$ cat src/rtl/uop_decoder.sv
// uop_decoder: op/funct/rd -> registered control word; op 111 expands into a BURST_LEN micro-op burst.
// 1-cycle latency; stall freezes outputs/state, flush drops everything, in_ready low while a burst is in flight.
module uop_decoder #(
  parameter int OP_W      = 3,
  parameter int FUNCT_W   = 6,
  parameter int RD_W      = 5,
  parameter int PC_REG    = 15,
  parameter int BURST_LEN = 9,
  parameter int MEMC_W    = 7,
  localparam int IDX_W    = $clog2(BURST_LEN)
) (
  input  logic               clk,
  input  logic               rst_n,
  input  logic               in_valid,
  output logic               in_ready,
  input  logic [OP_W-1:0]    op,
  input  logic [FUNCT_W-1:0] funct,
  input  logic [RD_W-1:0]    rd,
  input  logic               stall,
  input  logic               flush,
  output logic               out_valid,
  output logic [1:0]         reg_src,
  output logic [1:0]         imm_src,
  output logic               alu_src,
  output logic               mem_to_reg,
  output logic               reg_write,
  output logic               mem_write,
  output logic               branch,
  output logic               pc_src,
  output logic [3:0]         alu_control,
  output logic [1:0]         flag_write,
  output logic [MEMC_W-1:0]  mem_ctrl,
  output logic [RD_W-1:0]    rd_out,
  output logic [IDX_W-1:0]   uop_idx,
  output logic               illegal
);

  localparam logic [0:0] IDLE  = 1'b0;
  localparam logic [0:0] BURST = 1'b1;

  typedef struct packed {
    logic [1:0]        reg_src;
    logic [1:0]        imm_src;
    logic              alu_src;
    logic              mem_to_reg;
    logic              reg_write;
    logic              mem_write;
    logic              branch;
    logic [3:0]        alu_control;
    logic [1:0]        flag_write;
    logic [MEMC_W-1:0] mem_ctrl;
    logic              illegal;
  } ctrl_t;

  logic [0:0]        state;
  ctrl_t             ctrl_q;
  ctrl_t             dec;
  logic [9:0]        cv;
  logic [MEMC_W-1:0] mc;
  logic              bad_op;
  logic              bad_alu;
  logic              is_burst;
  logic              f0;
  logic              dec_burst;
  logic              dec_pc_src;
  logic              burst_last;
  logic              accept;
  logic [RD_W-1:0]   rd_next;
  logic              burst_pc_src;

  // cv = {reg_src, imm_src, alu_src, mem_to_reg, reg_write, mem_write, branch, aluop}
  always_comb begin
    cv       = '0;
    mc       = '0;
    bad_op   = 1'b0;
    is_burst = 1'b0;
    if (op > OP_W'(7)) begin
      bad_op = 1'b1;
    end else begin
      case (op[2:0])
        3'b000: cv = funct[5] ? 10'b00_00_1_0_1_0_0_1 : 10'b00_00_0_0_1_0_0_1;
        3'b001: cv = funct[0] ? 10'b00_01_1_1_1_0_0_0 : 10'b10_01_1_1_0_1_0_0;
        3'b010: cv = 10'b01_10_1_0_0_0_1_0;
        3'b100: begin
          cv = 10'b00_00_0_1_1_0_0_1;
          mc = funct[0] ? MEMC_W'(7'b1101010) : MEMC_W'(7'b1100010);
        end
        3'b101: begin
          cv = 10'b00_00_1_0_0_1_0_1;
          mc = MEMC_W'(7'b0000001);
        end
        3'b110: begin
          cv = 10'b00_00_0_1_1_0_0_1;
          mc = MEMC_W'(7'b1101110);
        end
        3'b111: begin
          // burst micro-ops reuse the image-load decode with funct[0] forced low
          cv       = 10'b00_00_0_1_1_0_0_1;
          mc       = MEMC_W'(7'b1100010);
          is_burst = 1'b1;
        end
        default: bad_op = 1'b1;
      endcase
    end
  end

  always_comb begin
    f0      = funct[0] & ~is_burst;
    bad_alu = 1'b0;
    dec     = '0;
    dec.alu_control = 4'b0011;
    if (cv[0]) begin
      case (funct[4:1])
        4'b0000: dec.alu_control = 4'b0000;
        4'b0001: dec.alu_control = 4'b0110;
        4'b0010: dec.alu_control = 4'b0010;
        4'b0011: dec.alu_control = 4'b0111;
        4'b0100: dec.alu_control = 4'b0011;
        4'b1100: dec.alu_control = 4'b0101;
        4'b1101: dec.alu_control = 4'b0001;
        4'b1111: dec.alu_control = 4'b0100;
        default: begin
          dec.alu_control = 4'b0000;
          bad_alu         = 1'b1;
        end
      endcase
      dec.flag_write = {f0, f0 & ((dec.alu_control == 4'b0011) || (dec.alu_control == 4'b0010))};
    end
    dec.reg_src    = cv[9:8];
    dec.imm_src    = cv[7:6];
    dec.alu_src    = cv[5];
    dec.mem_to_reg = cv[4];
    dec.reg_write  = cv[3];
    dec.mem_write  = cv[2];
    dec.branch     = cv[1];
    dec.mem_ctrl   = mc;
    if (bad_op || bad_alu) begin
      dec         = '0;
      dec.illegal = 1'b1;
    end
  end

  assign dec_burst    = is_burst & ~bad_alu & ~bad_op;
  assign dec_pc_src   = ((rd == RD_W'(PC_REG)) && dec.reg_write) || dec.branch;
  assign burst_last   = (uop_idx == IDX_W'(BURST_LEN - 1));
  assign in_ready     = ~stall & ~flush & ((state == IDLE) || burst_last);
  assign accept       = in_valid & in_ready;
  assign rd_next      = rd_out + RD_W'(1);
  assign burst_pc_src = ((rd_next == RD_W'(PC_REG)) && ctrl_q.reg_write) || ctrl_q.branch;

  always_ff @(posedge clk or negedge rst_n) begin
    if (!rst_n) begin
      state     <= IDLE;
      ctrl_q    <= '0;
      out_valid <= 1'b0;
      rd_out    <= '0;
      uop_idx   <= '0;
      pc_src    <= 1'b0;
    end else if (flush) begin
      state     <= IDLE;
      out_valid <= 1'b0;
      uop_idx   <= '0;
    end else if (!stall) begin
      if (accept) begin
        state     <= dec_burst ? BURST : IDLE;
        ctrl_q    <= dec;
        out_valid <= 1'b1;
        rd_out    <= rd;
        uop_idx   <= '0;
        pc_src    <= dec_pc_src;
      end else if (state == BURST && !burst_last) begin
        uop_idx <= uop_idx + IDX_W'(1);
        rd_out  <= rd_next;
        pc_src  <= burst_pc_src;
      end else begin
        // idle with nothing accepted: drop valid, keep the last control word visible
        state     <= IDLE;
        out_valid <= 1'b0;
      end
    end
  end

  assign reg_src     = ctrl_q.reg_src;
  assign imm_src     = ctrl_q.imm_src;
  assign alu_src     = ctrl_q.alu_src;
  assign mem_to_reg  = ctrl_q.mem_to_reg;
  assign reg_write   = ctrl_q.reg_write;
  assign mem_write   = ctrl_q.mem_write;
  assign branch      = ctrl_q.branch;
  assign alu_control = ctrl_q.alu_control;
  assign flag_write  = ctrl_q.flag_write;
  assign mem_ctrl    = ctrl_q.mem_ctrl;
  assign illegal     = ctrl_q.illegal;

endmodule
$ cat config.mk
export PLATFORM = sky130hd
export DESIGN_NAME = uop_decoder
export DESIGN_NICKNAME = d
export VERILOG_FILES = /design/src/rtl/uop_decoder.sv
export SDC_FILE = /design/constraint.sdc
export NUM_CORES = 1
export LEC_CHECK = 0
export CORE_UTILIZATION = 41
export CTS_CLUSTER_SIZE = 30
export DETAILED_ROUTE_END_ITERATION = 12
export GPL_TIMING_DRIVEN = 0
export PLACE_DENSITY = 0.75
export SETUP_SLACK_MARGIN = 0.02
export SYNTH_ARGS = -nofsm -noshare
export SYNTH_HDL_FRONTEND = slang
export SYNTH_SLANG_ARGS = --single-unit
$ cat constraint.sdc
create_clock -name clk -period 1.7 [get_ports clk]
set_input_delay 0.51 -clock clk [delete_from_list [all_inputs] [get_ports clk]]
set_output_delay 0.51 -clock clk [all_outputs]
set_load 0.02 [all_outputs]
; ---- Yosys cells after proc, flatten, opt, wreduce, memory -nomap -nowiden
; Cells that the tools add are included.
[word_totals]
reg_bits = 35
output_inout_bits = 35
input_bits = 19
[classes]
bitwise = 13
add_sub_neg = 2
reduce_logical = 20
n_eq_ne = 20
n_mux = 33
n_lt_le_gt_ge = 1
[op_table]
columns = operator, count
row1 = case mux 10 bit (5 select lines), 1
row2 = case mux 7 bit (4 select lines), 1
row3 = 2-to-1 mux 4 bit, 6
row4 = 2-to-1 mux 23 bit, 1
row5 = case mux 3 bit (7 select lines), 1
row6 = 2-to-1 mux 10 bit, 2
row7 = "== test 4 x 2 -> 1 bit, second input constant", 4
row8 = "== test 4 bit, second input constant", 4
row9 = 2-to-1 mux 1 bit, 16
row10 = "== test 3 bit, second input constant", 4
row11 = 2-to-1 mux 6 bit, 2
row12 = "== test 5 x 4 -> 1 bit, second input constant", 2
row13 = 2-to-1 mux 5 bit, 2
row14 = OR reduction 8 bit, 1
row15 = AND 1 bit, 7
row16 = 2-to-1 mux 7 bit, 1
row17 = OR reduction 7 bit, 1
row18 = inverter 1 bit, 6
row19 = AND reduction 3 bit, 2
row20 = "adder 5 x 1 -> 5 bit, second input constant", 1
row21 = logical OR 1 bit, 5
row22 = "adder 4 x 1 -> 4 bit, second input constant", 1
row23 = "== test 4 x 1 -> 1 bit, second input constant", 1
row24 = "== test 4 x 3 -> 1 bit, second input constant", 1
row25 = 13 further kinds, 16

; ---- Longest topological paths before layout
[logic_depth]
depth_word = 13
mapped_depth = 8

; ---- Worst setup path after synthesis
; Ideal clock, no wire load.
[synth_path]
path_kind = reg2out
from = reg uop_idx[0]
to = out in_ready
setup_slack_ps = -297
n_path_buf = 0
path_stages_with_launch = 6
arrival_time_ps = 1487
path_cell_list = dfrtp_1 > inv_1 > ha_1 > and3b_4 > nor2_2 > nor3_1
[synth_between]
elab_chain_cells = 3
[synth_rtl]
columns = element, line
row1 = start: declaration, 34  ; output logic [IDX_W-1:0] uop_idx,
row2 = start signal: assignment, 172  ; uop_idx <= uop_idx + IDX_W'(1);
row3 = == test 4 bit, 145  ; assign burst_last = (uop_idx == IDX_W'(BURST_LEN - 1));
row4 = logical OR 1 bit, 146  ; assign in_ready = ~stall & ~flush & ((state == IDLE) || burst_last);
row5 = AND 1 bit, 146
row6 = end: declaration, 15  ; output logic in_ready,
; No other way between the ends.

; ---- Worst setup path after layout
; Ends and elaborated chain as after synthesis.

==> out/qor.yml <==
drt_iter0_drc: 105
seqPwrFrac_pct: 41.1
initial_antenna_violation_count: 0
clock_tree.root_cell: "sky130_fd_sc_hd__clkbuf_8"
worst_slack_ps: -224
clk-insertion-delay-late_ps: 280
cp_max_fo: 2
worstMarginPinSlew_ps: 694
clock_sinks: 29
synth_async_sr_flop_share_pct: 100
run_status: "complete, but fails checks"
total_switching_power_w: 0.000767
die_x_um: 66.0
placeableCoreArea_mm2: 0.00380
timing.final.hold_violations: 0
ys_ff_latch: 29
placement.cell_area_mm2: 0.00226
cts_made_buffers: 5
place.port_buffers: 46
gr-total-overflow: 0
timing.max_slew.rel_slack_pct: 53.7
share_comb_of_total_power_pct: 33.8
area_growth_syn_to_layout_pct: 59.5
worstSetupPathType: "reg -> out"
maxClockFrequency_mhz: 520
route.vias.total: 1685
netlist-cell-type-count: 50
final_cell_mix: "sky130_fd_sc_hd__dlygate4sd2_1 (34), sky130_fd_sc_hd__dfrtp_1 (27), sky130_fd_sc_hd__buf_4 (24)"
ys.warnings.count: 0
floorplan.die.height_um: 66.0
routed_wirelength_mm: 4.90
syn_avg_cell_area_um2: 9.49
p_per_area_mw_per_mm2: 818
rows: 22
final.setup_skew_ps: 8.87
report.final.setup_viol: 20
crit_arrival_ps: 1410
unrepaired_setup_endpoints_after_global_routing: "true"
drive_above_1_share_pct: 31.1
num_io_pins: 54
synth-main-ff-cell: "sky130_fd_sc_hd__dfrtp_1"
clkSlewWorstSetupHoldPaths_ps: 70
syn_area_mm2: 0.00168
max_cap_viol_count: 0
detailed_place_hpwl_mm: 2.84
finalMaxSlewViolations: 0
clk_path_buf_depth: 2
sw_share_pct: 35.0
internal_power_w: 0.00142
power.static_leakage_nw: 1.30
cp-end-kind: "output port"
antenna_fix_cells: 0
setup.worst_path.start_class: "register"
track_usage_pct: 21.9
cts_tree: "yes"
violated_checks: "negative setup slack"
dp_slack_ps: -667
worstHoldPathType: "in -> async"
drc: 0
min_period_ps: 1920
largest_net_degree_at_the_start_of_global_routing: 30
postSynthCellCount: 177
synth_edf_count: 0
vias_per_cell: 5.52
cts-htree-levels: 2
final_net_count: 279
max_ffs_per_register: 5
fill_cells: 273
final_cell_count_no_fill: 305
initial_utilization_pct: 44.2
drt-wirelength-per-cell_um: 16.1
drt_first_pass_iters: 4
final_area_mm2: 0.00268
place_congestion: 0.818
peakVddDrop_mv: 0.758
mostFrequentLayoutCell: "sky130_fd_sc_hd__dlygate4sd2_1"
post-route-util_pct: 70.5
p_clk_share_pct: 25.1
placed_instances: 272
antenna_left: 0
grt_first_pass_wirelength_mm: 7.25
finalCritPeriodShare_pct: 113
grt_pass1_vias: 1512
synth-seq-area-share_pct: 43.2
timing.critical_path.required_ps: 1190
die_area_mm2: 0.00436
largest-register: "rd_out"
## synthesized netlist by cell type, drive strengths merged (2+ instances only)
cell	n	area share [%]
dfrtp	29	43
nor2	21	4.8
mux2i	2	1.2
a21oi	7	2.1
nand2b	4	1.5
nand2	15	3.4
clkbuf	4	0.89
a32o	4	2.4
o21ai	13	4.3
nor3	5	1.5
buf	11	5.1
o31ai	2	0.89
o21bai	2	0.89
o2111ai	2	1.0
xnor2	2	1.0
nand4	2	0.75
nand3	6	1.8
a2bb2oi	2	1.0
a221o	2	1.2
ha	4	3.0
a22oi	4	1.8
inv	6	1.3
a22o	5	2.6
## power by group through the flow
stage	Combinational, W	Clock [W]	Sequential, W
after floorplan	0.000292	0	0.00102
after global placement	0.000732	0	0.000910
after detailed placement	0.000738	0	0.000913
after CTS	0.000689	0.000544	0.000897
after global routing	0.000801	0.000590	0.000916
final	0.000740	0.000549	0.000901
## area by class of cell
cell class,instances,area [um2],area share (%)
well taps,48,60.1,2.24
plain buffers,15,138,5.14
clock buffers,8,80.1,2.99
flip-flops and latches,29,728,27.2
repair buffers,71,657,24.5
multi-input cells,128,992,37.1
inverters,6,22.5,0.841
## worst max-delay path: stages (launching register included)
cell                      delay (ps)
sky130_fd_sc_hd__dfrtp_2         410
sky130_fd_sc_hd__inv_2            80
sky130_fd_sc_hd__ha_4            130
sky130_fd_sc_hd__and3b_4         210
sky130_fd_sc_hd__nor2_4           60
sky130_fd_sc_hd__nor3_4          120
sky130_fd_sc_hd__buf_6           130
## cell families after synthesis
group	synth area share, %
other	0.223
xor gates and xnor gates	1.57
DFF	43.2
AOI/OAI and AO/OA	23.4
adders and majority gates	2.98
buffers and inverters	7.30
and+or+nand+nor	19.4
muxes	1.86
## per-stage QoR
| stage | power, W | hold slack, ps | setup TNS [ps] |
|---|---|---|---|
| 2_1_floorplan | 0.00131 | 214 | -15.4 |
| 3_3_place_gp | 0.00164 | 467 | -25330 |
| 3_5_place_dp | 0.00165 | 471 | -25180 |
| 4_1_cts | 0.00213 | 450 | -735 |
| 5_1_grt | 0.00231 | 320 | -2840 |
| 6_report | 0.00219 | 277 | -1040 |
## path summary, 6_finish.rpt
path	depth (start not counted)	slack, ps	end	start
worst min-delay path	1	280	rd_out[0]	rst_n
max in group asynchronous	1	940	uop_idx[1]	rst_n
worst min register to register	2	480	mem_ctrl[0]	mem_ctrl[0]
worst max register to register	9	-180	pc_src	uop_idx[0]
min in group clk	2	440	uop_idx[0]	flush
worst max-delay path	6	-220	in_ready	uop_idx[0]
## per-layer routing
metal  up-vias  global-route usage (%)  part of all wire [%]
met4         0                    6.38                   1.2
met3         6                    5.52                   5.0
met5         -                       0                     0
met1       824                    29.5                    43
met2        55                    34.3                    51
li1        800                       -                     -
## what timing repair did
item,in CTS,in global routing
setup buffers,18,5
endpoints found under the setup margin,88,28
hold buffers,0,0
cloned,0,2
pin swaps,7,8
gates resized for setup,61,31
(Power assumes the default switching activity.)
